<file path="config.mk">
export PLATFORM = sky130hd
export DESIGN_NAME = dmem_port_sched
export DESIGN_NICKNAME = d
export VERILOG_FILES = /design/src/rtl/dmem_port_sched_pkg.sv /design/src/rtl/dmem_rr_pick.sv /design/src/rtl/dmem_port_sched.sv
export SDC_FILE = /design/constraint.sdc
export NUM_CORES = 1
export LEC_CHECK = 0
export CAP_MARGIN = 25
export CORE_AREA = 2 2 157 159
export CTS_BUF_LIST = sky130_fd_sc_hd__clkbuf_4
export CTS_CLUSTER_DIAMETER = 30
export CTS_CLUSTER_SIZE = 8
export DETAILED_ROUTE_END_ITERATION = 16
export DIE_AREA = 0 0 159 161
export PLACE_DENSITY_LB_ADDON = 0.12
export SETUP_SLACK_MARGIN = 0.5
export SYNTH_ARGS = -nofsm -noshare
export SYNTH_HDL_FRONTEND = slang
export SYNTH_HIERARCHICAL = 1
export SYNTH_SLANG_ARGS = --single-unit
export TNS_END_PERCENT = 100
</file>
<file path="constraint.sdc">
create_clock -name clock -period 7 [get_ports clock]
set_clock_uncertainty 0.2 [all_clocks]
set_input_delay 1.05 -clock clock [delete_from_list [all_inputs] [get_ports clock]]
set_output_delay 1.05 -clock clock [all_outputs]
set_load 0.05 [all_outputs]
</file>
<file path="src/rtl/dmem_port_sched_pkg.sv">
// Shared TPU data-memory types: the address word, the scheduler state
// enumeration and the number of data-memory requesters per direction.
package pkg_tpu;

   typedef logic [31:0] address_t;

   localparam int NUM_DMEM_REQ = 3;

   typedef enum logic [1:0] {
      IDLE    = 2'd0,
      GRANT   = 2'd1,
      RUN     = 2'd2,
      RELEASE = 2'd3
   } sched_state_t;

endpackage

</file>
<file path="src/rtl/dmem_rr_pick.sv">
// Combinational cyclic priority pick: the first requester at or after the
// pointer (wrapping around) wins. Index 0 is lane 1, 1 is lane 2 and
// 2 is the external router port.
module dmem_rr_pick #(
   parameter int NUM_REQ = 3
) (
   input  logic [NUM_REQ-1:0] req_i,
   input  logic [1:0]         ptr_i,
   output logic               valid_o,
   output logic [1:0]         idx_o
);

   int          j;
   logic [1:0]  jIdx;

   // Scan from the farthest offset down to offset zero so the requester
   // closest to the pointer overwrites any later one and wins.
   always_comb begin
      valid_o = 1'b0;
      idx_o   = 2'd0;
      j       = 0;
      jIdx    = 2'd0;
      for (int k = NUM_REQ - 1; k >= 0; k--) begin
         j = int'(ptr_i) + k;
         if (j >= NUM_REQ) begin
            j = j - NUM_REQ;
         end
         jIdx = 2'(j);
         if (req_i[jIdx]) begin
            valid_o = 1'b1;
            idx_o   = jIdx;
         end
      end
   end

endmodule

</file>
<file path="src/rtl/dmem_port_sched.sv">
// Round-robin access scheduler for one direction of the TPU data memory.
// Grants one requester, latches its length/stride/base, pulses O_Start to
// the address generator, counts accepted beats and pulses O_End on release.
// Optional feature macro: DMEM_SCHED_WATCHDOG_EN adds an idle-beat watchdog
// that aborts a transfer after WDOG_CYCLES stalled RUN cycles.
module dmem_port_sched
   import pkg_tpu::*;
#(
   parameter int NUM_REQ     = NUM_DMEM_REQ,
   parameter int WDOG_CYCLES = 256
) (
   input  logic               clock,
   input  logic               reset,
   input  logic [NUM_REQ-1:0] I_Req,
   input  address_t           I_Length    [NUM_REQ],
   input  address_t           I_Stride    [NUM_REQ],
   input  address_t           I_Base_Addr [NUM_REQ],
   input  logic               I_Beat,
   output logic [NUM_REQ-1:0] O_Grant,
   output logic               O_GrantVld,
   output logic [1:0]         O_GrantNo,
   output address_t           O_Length,
   output address_t           O_Stride,
   output address_t           O_Base_Addr,
   output logic               O_Start,
   output logic               O_End,
   output logic               O_Busy,
   output logic               O_Abort
);

   sched_state_t        state_q,   state_d;
   logic [1:0]          ptr_q,     ptr_d;
   logic [NUM_REQ-1:0]  grant_q,   grant_d;
   logic [1:0]          grantNo_q, grantNo_d;
   address_t            length_q,  length_d;
   address_t            stride_q,  stride_d;
   address_t            base_q,    base_d;
   address_t            count_q,   count_d;
   logic                pickVld;
   logic [1:0]          pickIdx;

`ifdef DMEM_SCHED_WATCHDOG_EN
   address_t            idle_q,    idle_d;
   logic                abort_q,   abort_d;
`endif

   dmem_rr_pick #(
      .NUM_REQ (NUM_REQ)
   ) u_pick (
      .req_i   (I_Req),
      .ptr_i   (ptr_q),
      .valid_o (pickVld),
      .idx_o   (pickIdx)
   );

   // Next-state logic: arbitrate in IDLE, configure in GRANT, count beats in RUN.
   always_comb begin
      state_d   = state_q;
      ptr_d     = ptr_q;
      grant_d   = grant_q;
      grantNo_d = grantNo_q;
      length_d  = length_q;
      stride_d  = stride_q;
      base_d    = base_q;
      count_d   = count_q;
`ifdef DMEM_SCHED_WATCHDOG_EN
      idle_d    = idle_q;
      abort_d   = 1'b0;
`endif
      case (state_q)
         IDLE: begin
            if (pickVld) begin
               state_d          = GRANT;
               grant_d          = '0;
               grant_d[pickIdx] = 1'b1;
               grantNo_d        = pickIdx;
               length_d         = I_Length[pickIdx];
               stride_d         = I_Stride[pickIdx];
               base_d           = I_Base_Addr[pickIdx];
            end
         end
         GRANT: begin
            count_d = '0;
`ifdef DMEM_SCHED_WATCHDOG_EN
            idle_d  = '0;
`endif
            if (length_q == '0) begin
               state_d = RELEASE;
            end else begin
               state_d = RUN;
            end
         end
         RUN: begin
            if (I_Beat) begin
`ifdef DMEM_SCHED_WATCHDOG_EN
               idle_d = '0;
`endif
               if (count_q == length_q - address_t'(1)) begin
                  state_d = RELEASE;
               end else begin
                  count_d = count_q + address_t'(1);
               end
            end
`ifdef DMEM_SCHED_WATCHDOG_EN
            else if (idle_q == address_t'(WDOG_CYCLES - 1)) begin
               state_d = RELEASE;
               abort_d = 1'b1;
            end else begin
               idle_d = idle_q + address_t'(1);
            end
`endif
         end
         RELEASE: begin
            state_d = IDLE;
            grant_d = '0;
            if (grantNo_q == 2'(NUM_REQ - 1)) begin
               ptr_d = 2'd0;
            end else begin
               ptr_d = grantNo_q + 2'd1;
            end
         end
         default: begin
            state_d = IDLE;
         end
      endcase
   end

   // State registers with synchronous reset; reset abandons any transfer.
   always_ff @(posedge clock) begin
      if (reset) begin
         state_q   <= IDLE;
         ptr_q     <= 2'd0;
         grant_q   <= '0;
         grantNo_q <= 2'd0;
         length_q  <= '0;
         stride_q  <= '0;
         base_q    <= '0;
         count_q   <= '0;
`ifdef DMEM_SCHED_WATCHDOG_EN
         idle_q    <= '0;
         abort_q   <= 1'b0;
`endif
      end else begin
         state_q   <= state_d;
         ptr_q     <= ptr_d;
         grant_q   <= grant_d;
         grantNo_q <= grantNo_d;
         length_q  <= length_d;
         stride_q  <= stride_d;
         base_q    <= base_d;
         count_q   <= count_d;
`ifdef DMEM_SCHED_WATCHDOG_EN
         idle_q    <= idle_d;
         abort_q   <= abort_d;
`endif
      end
   end

   assign O_Grant     = grant_q;
   assign O_GrantVld  = |grant_q;
   assign O_GrantNo   = grantNo_q;
   assign O_Length    = length_q;
   assign O_Stride    = stride_q;
   assign O_Base_Addr = base_q;
   assign O_Start     = (state_q == GRANT);
   assign O_End       = (state_q == RELEASE);
   assign O_Busy      = (state_q != IDLE);

`ifdef DMEM_SCHED_WATCHDOG_EN
   assign O_Abort = abort_q;
`else
   logic unusedWdog;
   assign unusedWdog = ^WDOG_CYCLES;
   assign O_Abort    = 1'b0;
`endif

endmodule

</file>
Word level (Yosys, flattened, before mapping)
Index checks and enable logic that the tools add are counted.

Bits in registers: 137. Bits of input ports: 294. Output and inout port bits: 106.

Bitwise operators: 1. Magnitude comparators: 9. Equality and inequality tests: 9. Muxes and demuxes: 37. Reduce and logical (&&, ||, !) cells: 11. Add/subtract/negate cells: 8.

Operators by type and width (count): 2-to-1 mux 32 bit (8); binary-select mux 32 bit (select 2 bit) (3); one-hot mux 32 bit (2 select lines) (1); adder 32 x 1 -> 32 bit, second input constant (1); equality test 32 bit (1); zero test 32 bit (1); subtractor 32 x 1 -> 32 bit, second input constant (1); 2-to-1 mux 2 bit (10); less-than comparator 2 x 3 -> 1 bit, second input constant (4); 2-to-1 mux 1 bit (8); inequality test 2 bit, second input constant (4); one-hot mux 2 bit (4 select lines) (1); binary-select mux 1 bit (select 2 bit) (3); equality test 2 bit, second input constant (3); >= comparator 3 x 2 -> 1 bit, second input constant (2); one-hot mux 3 bit (2 select lines) (1); AND reduction 3 bit (2); nonzero test 2 bit (3); AND reduction 2 bit (2); subtractor 2 x 1 -> 2 bit, second input constant (2); adder 2 x 1 -> 3 bit, second input constant (1); adder 2 x 2 -> 3 bit, second input constant (1); >= comparator 3 bit, second input constant (1); 2-to-1 mux 3 bit (1); 10 further kinds (10).

Logic depth before layout (Yosys ltp)
Gate-level depths: netlist (run 1).

Depth after elaboration: 14. Depth in mapped cells: 14. Mapped depth without buffers: 11.

Cells and area by module
Netlist (run 1), hierarchy kept.

Modules (own cells, without submodules): dmem_port_sched (instances 1, cells each 1067, area each 8404.3 um^2); dmem_rr_pick (instances 1, cells each 27, area each 191.4 um^2).

Worst setup path after synthesis (run 1)
No wires, ideal clock.

Kind: input to register. Start point: input port I_Req[1]. End point: register base_q[18] (netlist: O_Base_Addr[18]). Cell stages on the path: 10. Setup time: 132 ps. Arrival: 3338 ps. Path buffers: 3. Setup slack: 3330 ps. Required time: 6668 ps. Cells stage by stage: mux2i_1 o221ai_1 o311ai_0 clkbuf_1 buf_1 clkbuf_1 mux2i_1 nor2_1 a211oi_1 nor3_1.

Longest elaborated chain between the ends: 9.

Ends and longest elaborated chain: from (decl) (line dmem_port_sched.sv:14) `input logic [NUM_REQ-1:0] I_Req,`; binary-select mux 1 bit (select 2 bit) (line dmem_rr_pick.sv:29) `if (req_i[jIdx]) begin`; 2-to-1 mux 1 bit (not written as such) (line dmem_rr_pick.sv:29); 2-to-1 mux 2 bit (2 in a row) (line dmem_rr_pick.sv:29); 2-to-1 mux 2 bit * (line dmem_rr_pick.sv:29); via pickIdx[0] (line dmem_port_sched.sv:40) `logic [1:0] pickIdx;`; inverter 2 -> 3 bit (not written as such) * (line dmem_port_sched.sv:79) `base_d = I_Base_Addr[pickIdx];`; binary-select mux 32 bit (select 2 bit) * (line dmem_port_sched.sv:79); 2-to-1 mux 32 bit (not written as such) * (2 in a row) (line dmem_port_sched.sv:79); to (signal assigned) (line dmem_port_sched.sv:150) `base_q <= base_d;`; to (decl) (line dmem_port_sched.sv:37) `address_t base_q, base_d;`.

Mark *: on every way through the listed nets, which the timed path passes. The rest lies on a longest branch. The select of a mux whose other input is x is not followed. A chain may end at the register's enable or synchronous reset.

Worst setup path in the final report (run 1)
Start point: register length_q[0] (netlist: O_Length[0]). End point: register count_q[29].

Longest elaborated chain between the ends: 4.

Ends and longest elaborated chain: from (decl) (line dmem_port_sched.sv:35) `address_t length_q, length_d;`; from (signal assigned) (line dmem_port_sched.sv:148) `length_q <= length_d;`; subtractor 32 x 1 -> 32 bit (line dmem_port_sched.sv:98) `if (count_q == length_q - address_t'(1)) begin`; equality test 32 bit (line dmem_port_sched.sv:98); inequality test 2 bit (no line); AND reduction 3 bit (no line); to (signal assigned) (line dmem_port_sched.sv:151) `count_q <= count_d;`; to (decl) (line dmem_port_sched.sv:38) `address_t count_q, count_d;`.

No other way between the ends.

==> results of run 1 <==
==> cell usage in the layout, fill, tap and decap left out, types with 9 or more instances in the layout <==
cell type | synthesis | final
or3_1 | 18 | 18
xnor2_1 | 23 | 23
clkdlybuf4s50_1 | 0 | 397
nand3_1 | 19 | 19
o21ai_0 | 18 | 18
mux2i_1 | 102 | 102
xor2_1 | 16 | 16
or4_1 | 16 | 16
and3_1 | 13 | 13
ha_1 | 9 | 9
nor2_1 | 219 | 219
nor2b_1 | 12 | 11
inv_1 | 14 | 14
a21oi_1 | 34 | 34
nand2_1 | 40 | 39
nor3_1 | 105 | 105
dfxtp_1 | 137 | 137
a211oi_1 | 101 | 101
clkbuf_4 | 0 | 19
==> how the worst max path moves through the flow <==
stage	startpoint	endpoint	slack, ps
after CTS	O_Length[0]	count_q[13]	2730
after global placement	I_Req[1]	O_Grant[0]	2690
after floorplan	I_Req[1]	O_Base_Addr[18]	3330
after detailed placement	I_Req[1]	O_Length[21]	2660
after global routing	O_Length[0]	count_q[29]	2630
final	O_Length[0]	count_q[29]	2910
==> flip-flops by register name, indices dropped and copies added, names as in the netlist <==
signal,count
O_Base_Addr,32
O_Length,32
O_Stride,32
count_q,32
O_Grant,3
O_GrantNo,2
ptr_q,2
state_q,2
==> metrics by stage <==
stage               area, um2  worst slack [ps]
floorplan                8600              3330
global placement        12700              2690
detailed placement      12700              2660
CTS                     13000              2730
global route            13000              2630
finish                  13000              2910
==> cell type report <==
class                           count  area (um2)
Antenna cell                        1        2.50
Sequential cell                   137        2740
Multi-Input combinational cell    857        5460
Clock inverter                     13         166
Clock buffer                       19         143
Tap cell                          324         405
Inverter                           14        52.6
Timing Repair Buffer              405        4070
Fill cell                        2333       10900
==> worst max-delay path, delay by kind of cell (launching register included) <==
family                     cells  cell delay [ps]
and+or+nand+nor                6             1810
buffers and inverters          2              340
AOI/OAI and AO/OA              3             1070
adders and majority gates      1              220
DFF                            1              370
==> metal layers <==
layer / share of wire (%) / GRT usage, %
met2: 49 / 44.6
met1: 42 / 33.1
met5: 0 / 0
met4: 3.3 / 9.26
met3: 6.0 / 6.21
==> power groups by stage <==
stage / sequential [mW] / clock, mW / combinational (mW)
6_report: 1.33 / 0.584 / 3.48
5_1_grt: 1.37 / 0.631 / 3.72
4_1_cts: 1.32 / 0.602 / 3.46
3_5_place_dp: 1.34 / 0 / 3.45
3_3_place_gp: 1.33 / 0 / 3.44
2_1_floorplan: 2.11 / 0 / 1.53
==> logic make-up (layout without fill, tap and decap cells) <==
kind of cell	after synthesis	count (layout)	synth area share (%)
AO/OA/AOI/OAI	211	211	17.6
XOR/XNOR	39	39	3.97
adder cells (fa/ha/maj)	9	9	1.31
buffers and inverters	100	451	4.96
flip-flops	137	137	31.9
multiplexers	103	103	12.0
other	1	2	0.0436
AND/OR/NAND/NOR	494	494	28.2
==> impl_metrics.env, run 1 <==
export IMPL_status="completed"
export IMPL_min_path_cells=2
export IMPL_synth_seq_cells=137
export IMPL_p_seq_share_pct=24.7
export IMPL_area_growth_pct=51.7
export IMPL_viasPerCell=5.28
export IMPL_max_cap_viol_count=0
export IMPL_clock_path_buffers=2
export IMPL_stdcell_count=1770
export IMPL_synth_top_area_share_pct=31.9
export IMPL_switching_share_pct=53.0
export IMPL_yosys_top_cells_area="dfxtp_1, mux2i_1, nor2_1, a211oi_1, nor3_1"
export IMPL_worst_r2r_cell_count=12
export IMPL_place_inst=1736
export IMPL_ant_nets=0
export IMPL_cpPeakStageDelay_ps=640
export IMPL_ff2ff_setup_slack_ps=2910
export IMPL_ys_types=73
export IMPL_maxSlewViolCount=0
export IMPL_grt_use_total_pct=26.4
export IMPL_io_pins=400
export IMPL_synth_fp_nets=1397
export IMPL_power_internal_mw=2.53
export IMPL_min_to="count_q[31]"
export IMPL_post_cts_setup_buffers=0
export IMPL_clkTransAtPathRegs_ps=110
export IMPL_cts_root_buffer="clkbuf_4"
export IMPL_drt_initial_drc_count=668
export IMPL_clock_power_share_pct=10.8
export IMPL_p_sw_mw=2.86
export IMPL_clock_latency_ps=560
export IMPL_port_buffers=398
export IMPL_tightest_slew_ps=1010
export IMPL_cts_tree="yes"
export IMPL_num_rows=57
export IMPL_p_leak_nw=4.72
export IMPL_crit_chain="inv_1, ha_1, nor3b_2, and4b_1, nand4_4, or4_1, a211oi_2, nand4_2, o21ai_4, buf_16, nor4_1, o21a_1"
export IMPL_grt_pass1_vias=9011
export IMPL_required_ps=7240
export IMPL_timing_rr_start="O_Length[0]"
export IMPL_fin_crit_ps=4090
export IMPL_grt_max_degree=101
export IMPL_wire_per_inst_um=19.5
export IMPL_p_comb_share_pct=64.5
export IMPL_coreArea_um2=24000
export IMPL_die_y_um=161
export IMPL_final_hold_viol_count=0
export IMPL_yosysTopAreaCell="dfxtp_1"
export IMPL_synthesis_area_um2=8600
export IMPL_hold_slack_ps=301
export IMPL_cts_sinks=137
export IMPL_post_route_util_pct=54.4
export IMPL_synth_warnings=6
export IMPL_synth_commonest_cells="nor2_1, dfxtp_1, nor3_1, mux2i_1, a211oi_1"
export IMPL_setup_viol=0
export IMPL_drt_total_wl_um=34500
export IMPL_nets=1735
export IMPL_grt_pass1_wl_um=53000
export IMPL_power_density_nw_per_um2=413
export IMPL_async_flop_share_pct=0
export IMPL_syn_area_per_cell_um2=7.86
export IMPL_max_slew_margin_pct=32.7
export IMPL_worstHoldStart="count_q[31]"
export IMPL_crit_type="reg2reg"
export IMPL_finalSetupTns_ps=0
export IMPL_cts_buffers=17
export IMPL_antenna_found_initial=1
export IMPL_hold_class="reg2reg"
export IMPL_start_util_pct=35.9
export IMPL_r2r_end="count_q[29]"
export IMPL_worstPathArrival_ps=4330
export IMPL_critPathMaxFanout=30
export IMPL_fmax_ghz=0.245
export IMPL_synth_edf_count=0
export IMPL_drc_errors=0
export IMPL_seq_area_frac_synth_pct=31.9
export IMPL_cp_slowest_cell="o21ai_4"
export IMPL_cts_resized=0
export IMPL_grt_ovfl_total=0
export IMPL_critPathCaptureType="flip-flop"
export IMPL_holdBufCountCts=0
export IMPL_crit_path_start_kind="flip-flop"
export IMPL_num_vias=9342
export IMPL_gp_congestion=0.902
export IMPL_vdd_ir_drop_max_mv=0.222
export IMPL_syn_inst=1094
export IMPL_drive_gt1_share_pct=4.84
export IMPL_dp_final_hpwl_um=26600
export IMPL_grt_setup_unrepaired="no"
export IMPL_h_tree_depth=4
export IMPL_p_total_mw=5.39
export IMPL_synthFlopType="dfxtp_1"
export IMPL_die_w_um=159
export IMPL_dieArea_um2=25600
export IMPL_drt_pass1_iter_count=4
export IMPL_yosysMostFrequentCell="nor2_1"
export IMPL_layout_worst_path_cycle_share_pct=58.4
Note: power is estimated with default switching activity, not from simulation.
==> inputs of run 2 (changes only) <==
Settings changed: CORE_AREA 2 2 157 159 to default, CORE_ASPECT_RATIO from default to 0.6, CORE_UTILIZATION from default to 43, DIE_AREA 0 0 159 161 to default.
Clock period 7 ns to 3.9 ns, I/O delays scaled along.
==> run 2 against run 1 <==
Effect of this change: non-clock buffer count increased by 42; critical path type unchanged; register-to-register slack got worse by 2400 ps; fmax increased by 20%; hold slack improved by 0.88 ps; power increased by 94%; cell area increased by 4.3%; sequential share of layout area decreased by 0.77 points; die area decreased by 20%.
==> impl_metrics.env, run 2 (synthesis gave the netlist of run 1 again) <==
export IMPL_grt_use_total_pct=32.5
export IMPL_vdd_ir_drop_max_mv=0.323
export IMPL_p_leak_nw=4.99
export IMPL_timing_rr_start="O_Length[16]"
export IMPL_cts_sinks=137
export IMPL_drive_gt1_share_pct=9.49
export IMPL_io_pins=400
export IMPL_area_growth_pct=58.3
export IMPL_drc_errors=0
export IMPL_startpoint="O_Length[16]"
export IMPL_tightest_slew_ps=908
export IMPL_critPathCaptureType="flip-flop"
export IMPL_finalSetupTns_ps=0
export IMPL_fmax_ghz=0.293
export IMPL_layout_worst_path_cycle_share_pct=87.4
export IMPL_dieArea_um2=20600
export IMPL_num_rows=39
export IMPL_met3_length_um=3220
export IMPL_grt_pass1_wl_um=51700
export IMPL_final_hold_viol_count=0
export IMPL_final_common_cell="clkdlybuf4s50_1"
export IMPL_clock_latency_ps=520
export IMPL_drt_pass1_iter_count=5
export IMPL_start_util_pct=44.6
export IMPL_clock_path_buffers=2
export IMPL_die_w_um=185
export IMPL_hold_slack_ps=302
export IMPL_num_vias=9977
export IMPL_worstHoldStart="O_GrantNo[1]"
export IMPL_fin_crit_ps=3410
export IMPL_drt_initial_drc_count=738
export IMPL_coreArea_um2=19300
export IMPL_grt_max_degree=95
export IMPL_port_buffers=398
export IMPL_status="completed"
export IMPL_nFillCells=1571
export IMPL_grt_pass1_vias=9068
export IMPL_ant_nets=0
export IMPL_crit_chain="or3_4, nor4_4, buf_4, nand4_4, or4_4, a211oi_4, nand4_4, o21ai_4, buf_12, clkbuf_16, or3_1, a21oi_1"
export IMPL_crit_type="reg2reg"
export IMPL_cts_tree="yes"
export IMPL_cp_common_cell="nand4_4"
export IMPL_antenna_found_initial=2
export IMPL_critPathMaxFanout=13
export IMPL_cts_root_buffer="clkbuf_4"
export IMPL_grt_ovfl_total=0
export IMPL_wire_per_inst_um=20.2
export IMPL_wl_met2_um=16800
export IMPL_max_cap_viol_count=0
export IMPL_dp_final_hpwl_um=26300
export IMPL_cp_slowest_cell="or4_4"
export IMPL_required_ps=4070
export IMPL_viasPerCell=5.69
export IMPL_cts_buffers=17
export IMPL_gp_congestion=1.00
export IMPL_power_density_nw_per_um2=769
export IMPL_critPathTopFamily="simple AND/OR/NAND/NOR gates"
export IMPL_setup_viol=0
export IMPL_drt_total_wl_um=35500
export IMPL_final_cell_mix="clkdlybuf4s50_1, nor2_1, dfxtp_1"
export IMPL_worstPathArrival_ps=3580
export IMPL_grt_setup_unrepaired="yes"
export IMPL_cpPeakStageDelay_ps=570
export IMPL_die_y_um=112
export IMPL_drt_met1_wl_um=14700
export IMPL_clkTransAtPathRegs_ps=130
export IMPL_h_tree_depth=4
export IMPL_crit_path_start_kind="flip-flop"
export IMPL_max_slew_margin_pct=39.2
export IMPL_cp_num_buf_inv=3
export IMPL_nets=1777
export IMPL_hold_class="reg2reg"
export IMPL_maxSlewViolCount=0
export IMPL_top_layer_used="met4"
-- run 2: cell types whose count changed in the layout (fill, tap and decap cells not counted), moves of 3 or more --
cell,before,now
dfxtp_4,0,3
nor4_1,8,5
buf_4,6,36
clkbuf_16,0,3
inv_6,4,0
a21oi_1,34,30
a21oi_2,2,6
dfxtp_1,137,132
buf_12,1,9
-- run 2: per-layer routing --
layer	up-vias	global-route usage, %
li1	4747	-
met4	0	11.4
met1	4697	42.6
met2	487	52.4
met5	-	0
met3	46	7.39
-- run 2: final cells by class --
type                    instances  area [um2]  share of cell area, %
inverters                      14        55.1                  0.405
repair buffers                447        4520                   33.2
clock buffers                  19         143                   1.05
well taps                     266         333                   2.45
clock inverters                12         176                   1.30
flip-flops and latches        137        2760                   20.3
diodes                          2        5.00                 0.0368
multi-input cells             857        5620                   41.3
-- run 2: final timing paths --
kind	end	slack (ps)	cells after the start
hold / removal	O_GrantNo[1]	300	2
hold reg to reg	O_GrantNo[1]	300	2
setup / recovery	count_q[10]	490	12
setup reg to reg	count_q[10]	490	12
-- run 2: what timing repair did --
item	in CTS	in global routing
setup buffers	4	14
cloned	0	5
setup endpoints to repair	34	44
gates resized for setup	3	36
pin swaps	2	20
hold buffers	0	0
-- run 2: stage by stage --
step,instances,utilization (%),total power [mW],setup slack [ps],area [um2]
6_report,1754,70.6,10.5,490,13600
5_1_grt,1754,70.6,11.0,436,13600
4_1_cts,1733,68.7,9.95,505,13200
3_5_place_dp,1698,66.8,8.83,310,12900
3_3_place_gp,1698,66.8,8.75,421,12900
2_1_floorplan,1094,-,6.56,524,8600
-- run 2: worst register-to-register path, cell delays in order (launching register included) --
cell and delay (ps):
dfxtp_4 390, or3_4 400, nor4_4 230, buf_4 180, nand4_4 130, or4_4 570, a211oi_4 250, nand4_4 160
o21ai_4 240, buf_12 160, clkbuf_16 160, or3_1 120, a21oi_1 60
-- run 2: report_power, final --
part	internal (mW)	switching [mW]	total, mW	leakage [nW]
Sequential	1.88	0.490	2.37	1.13
Clock	0.518	0.552	1.07	0.157
Combinational	2.70	4.34	7.03	3.71
Total	5.09	5.38	10.5	4.99
==> inputs of run 3 (changes only) <==
Settings changed: CORE_AREA from default to 2 2 153 155, CORE_ASPECT_RATIO 0.6 to default, CORE_UTILIZATION 43 to default, DIE_AREA from default to 0 0 155 157.
Clock period 3.9 ns to 3.3 ns, I/O delays scaled along.
==> run 3 against run 2 <==
Effect of this change: the flow now finishes with violations (negative setup slack); core utilization is 6.0 points lower; combinational power is 27% higher; critical path depth decreased by 1; non-clock buffer count grew 62; critical endpoint is now count_q[21]; largest cell class unchanged; largest power group unchanged.
==> impl_metrics.env, run 3 (synthesis gave the netlist of run 1 again) <==
export IMPL_status="finished, violations left"
export IMPL_violations="negative setup slack"
export IMPL_pre_cts_ws_ps=-96.8
export IMPL_die_y_um=157
export IMPL_p_comb_share_pct=69.0
export IMPL_worst_r2r_cell_count=11
export IMPL_wire_per_inst_um=20.3
export IMPL_clock_power_share_pct=10.2
export IMPL_cts_sinks=137
export IMPL_p_seq_share_pct=20.8
export IMPL_drt_total_wl_um=37300
export IMPL_hold_class="in2reg"
export IMPL_max_slew_margin_pct=51.7
export IMPL_setup_viol=1
export IMPL_grt_use_total_pct=28.4
export IMPL_ant_nets=0
export IMPL_antenna_found_initial=1
export IMPL_power_internal_mw=6.37
export IMPL_start_util_pct=38.2
export IMPL_gr_usage_met3_pct=7.05
export IMPL_p_leak_nw=5.49
export IMPL_power_density_nw_per_um2=888
export IMPL_crit_path_start_kind="flip-flop"
export IMPL_io_pins=400
export IMPL_dieArea_um2=24300
export IMPL_critPathCaptureType="flip-flop"
export IMPL_clock_path_buffers=2
export IMPL_num_vias=10100
export IMPL_postLayoutCellArea_um2=14500
export IMPL_area_growth_pct=69.1
export IMPL_clkTransAtPathRegs_ps=130
export IMPL_dp_final_hpwl_um=26700
export IMPL_critPathMaxFanout=14
export IMPL_maxSlewViolCount=0
export IMPL_layout_worst_path_cycle_share_pct=100
export IMPL_final_cell_mix="clkdlybuf4s50_1, nor2_1, dfxtp_1"
export IMPL_drt_initial_drc_count=671
export IMPL_h_tree_depth=4
export IMPL_drt_pass1_iter_count=5
export IMPL_grt_setup_unrepaired="yes"
export IMPL_grt_pass1_vias=9565
export IMPL_tightest_slew_ps=724
export IMPL_grt_util_met1_pct=34.5
export IMPL_cts_tree="yes"
export IMPL_die_w_um=155
export IMPL_port_buffers=398
export IMPL_grt_max_degree=100
export IMPL_final_common_cell="clkdlybuf4s50_1"
export IMPL_use_met2_pct=48.5
export IMPL_drc_errors=0
export IMPL_crit_type="reg2reg"
export IMPL_required_ps=3580
export IMPL_fmax_ghz=0.303
export IMPL_stdcell_count=1837
export IMPL_place_inst=1750
export IMPL_switching_share_pct=50.7
export IMPL_vdd_ir_drop_max_mv=0.584
export IMPL_min_path_cells=2
export IMPL_fin_crit_ps=3300
export IMPL_setup_slack_ps=-1.48
export IMPL_max_cap_viol_count=0
export IMPL_nets=1841
export IMPL_top_usage_layer="met2"
export IMPL_worstPathArrival_ps=3580
export IMPL_grt_ovfl_total=0
export IMPL_cts_buffers=17
export IMPL_cts_root_buffer="clkbuf_4"
export IMPL_placed_area_um2=13200
export IMPL_post_route_util_pct=64.6
export IMPL_grt_pass1_wl_um=53700
export IMPL_p_sw_mw=6.54
export IMPL_viasPerCell=5.48
export IMPL_num_rows=55
export IMPL_drive_gt1_share_pct=17.4
export IMPL_final_hold_viol_count=0
export IMPL_gp_congestion=0.909
export IMPL_coreArea_um2=22500
export IMPL_nFillCells=1942
export IMPL_clock_latency_ps=560
[run 3: cell types whose count changed in the layout (fill, tap and decap cells not counted), sizes merged, moves of 3 or more]
cell / before / now
buf: 47 / 107
clkdlybuf4s50: 397 / 390
clkinv: 3 / 7
clkinvlp: 5 / 1
clkbuf: 22 / 25
dlymetal6s2s: 0 / 3
[run 3: power by group through the flow]
stage          clock (mW)  sequential (mW)  combinational, mW
2_1_floorplan           0             4.52               3.32
3_3_place_gp            0             2.71               7.89
3_5_place_dp            0             2.73               7.93
4_1_cts              1.33             2.68               8.28
5_1_grt              1.41             2.76               9.43
6_report             1.31             2.69               8.91
[run 3: per-layer routing]
metal | vias to the layer above | share of wire [%]
li1 | 4863 | -
met1 | 4729 | 40
met2 | 393 | 49
met3 | 89 | 6.6
met4 | 0 | 3.8
met5 | - | 0
[run 3: layout make-up]
class | count | area (um2) | area share [%]
multi-input cells | 859 | 5940 | 40.8
well taps | 285 | 357 | 2.45
inverters | 14 | 57.6 | 0.396
diodes | 1 | 2.50 | 0.0172
repair buffers | 509 | 5080 | 34.9
clock buffers | 18 | 135 | 0.929
clock inverters | 14 | 196 | 1.35
flip-flops and latches | 137 | 2780 | 19.1
[run 3: path summary, 6_finish.rpt]
path / from / to / slack (ps)
setup reg to reg: O_Length[21] / count_q[21] / -1
hold reg to reg: O_Stride[27] / O_Stride[27] / 300
setup / recovery: O_Length[21] / count_q[21] / -1
hold / removal: reset / O_Grant[0] / 270
[run 3: through the flow]
| stage | setup TNS, ps | hold slack, ps | total power, mW |
|---|---|---|---|
| after global routing | -1990 | 251 | 13.6 |
| after floorplan | 0 | 264 | 7.84 |
| after CTS | 0 | 252 | 12.3 |
| after global placement | -116 | 272 | 10.6 |
| after detailed placement | -1400 | 283 | 10.7 |
| final | -1.48 | 272 | 12.9 |
[run 3: critical path, stage by stage (launching register included)]
cell	delay (ps)
dfxtp_4	360
or4_4	570
or3_1	340
nor3_2	160
mux2_4	330
o221a_4	130
nand4_4	130
o21ai_4	80
buf_12	140
buf_12	140
or4b_4	520
a21oi_2	140
[run 3: repair_timing]
action,4_1_cts,5_1_grt
resized for setup,30,99
gates cloned,3,7
pin swaps,13,52
hold buffers,0,0
buffers inserted,21,23
setup endpoints to repair,135,133
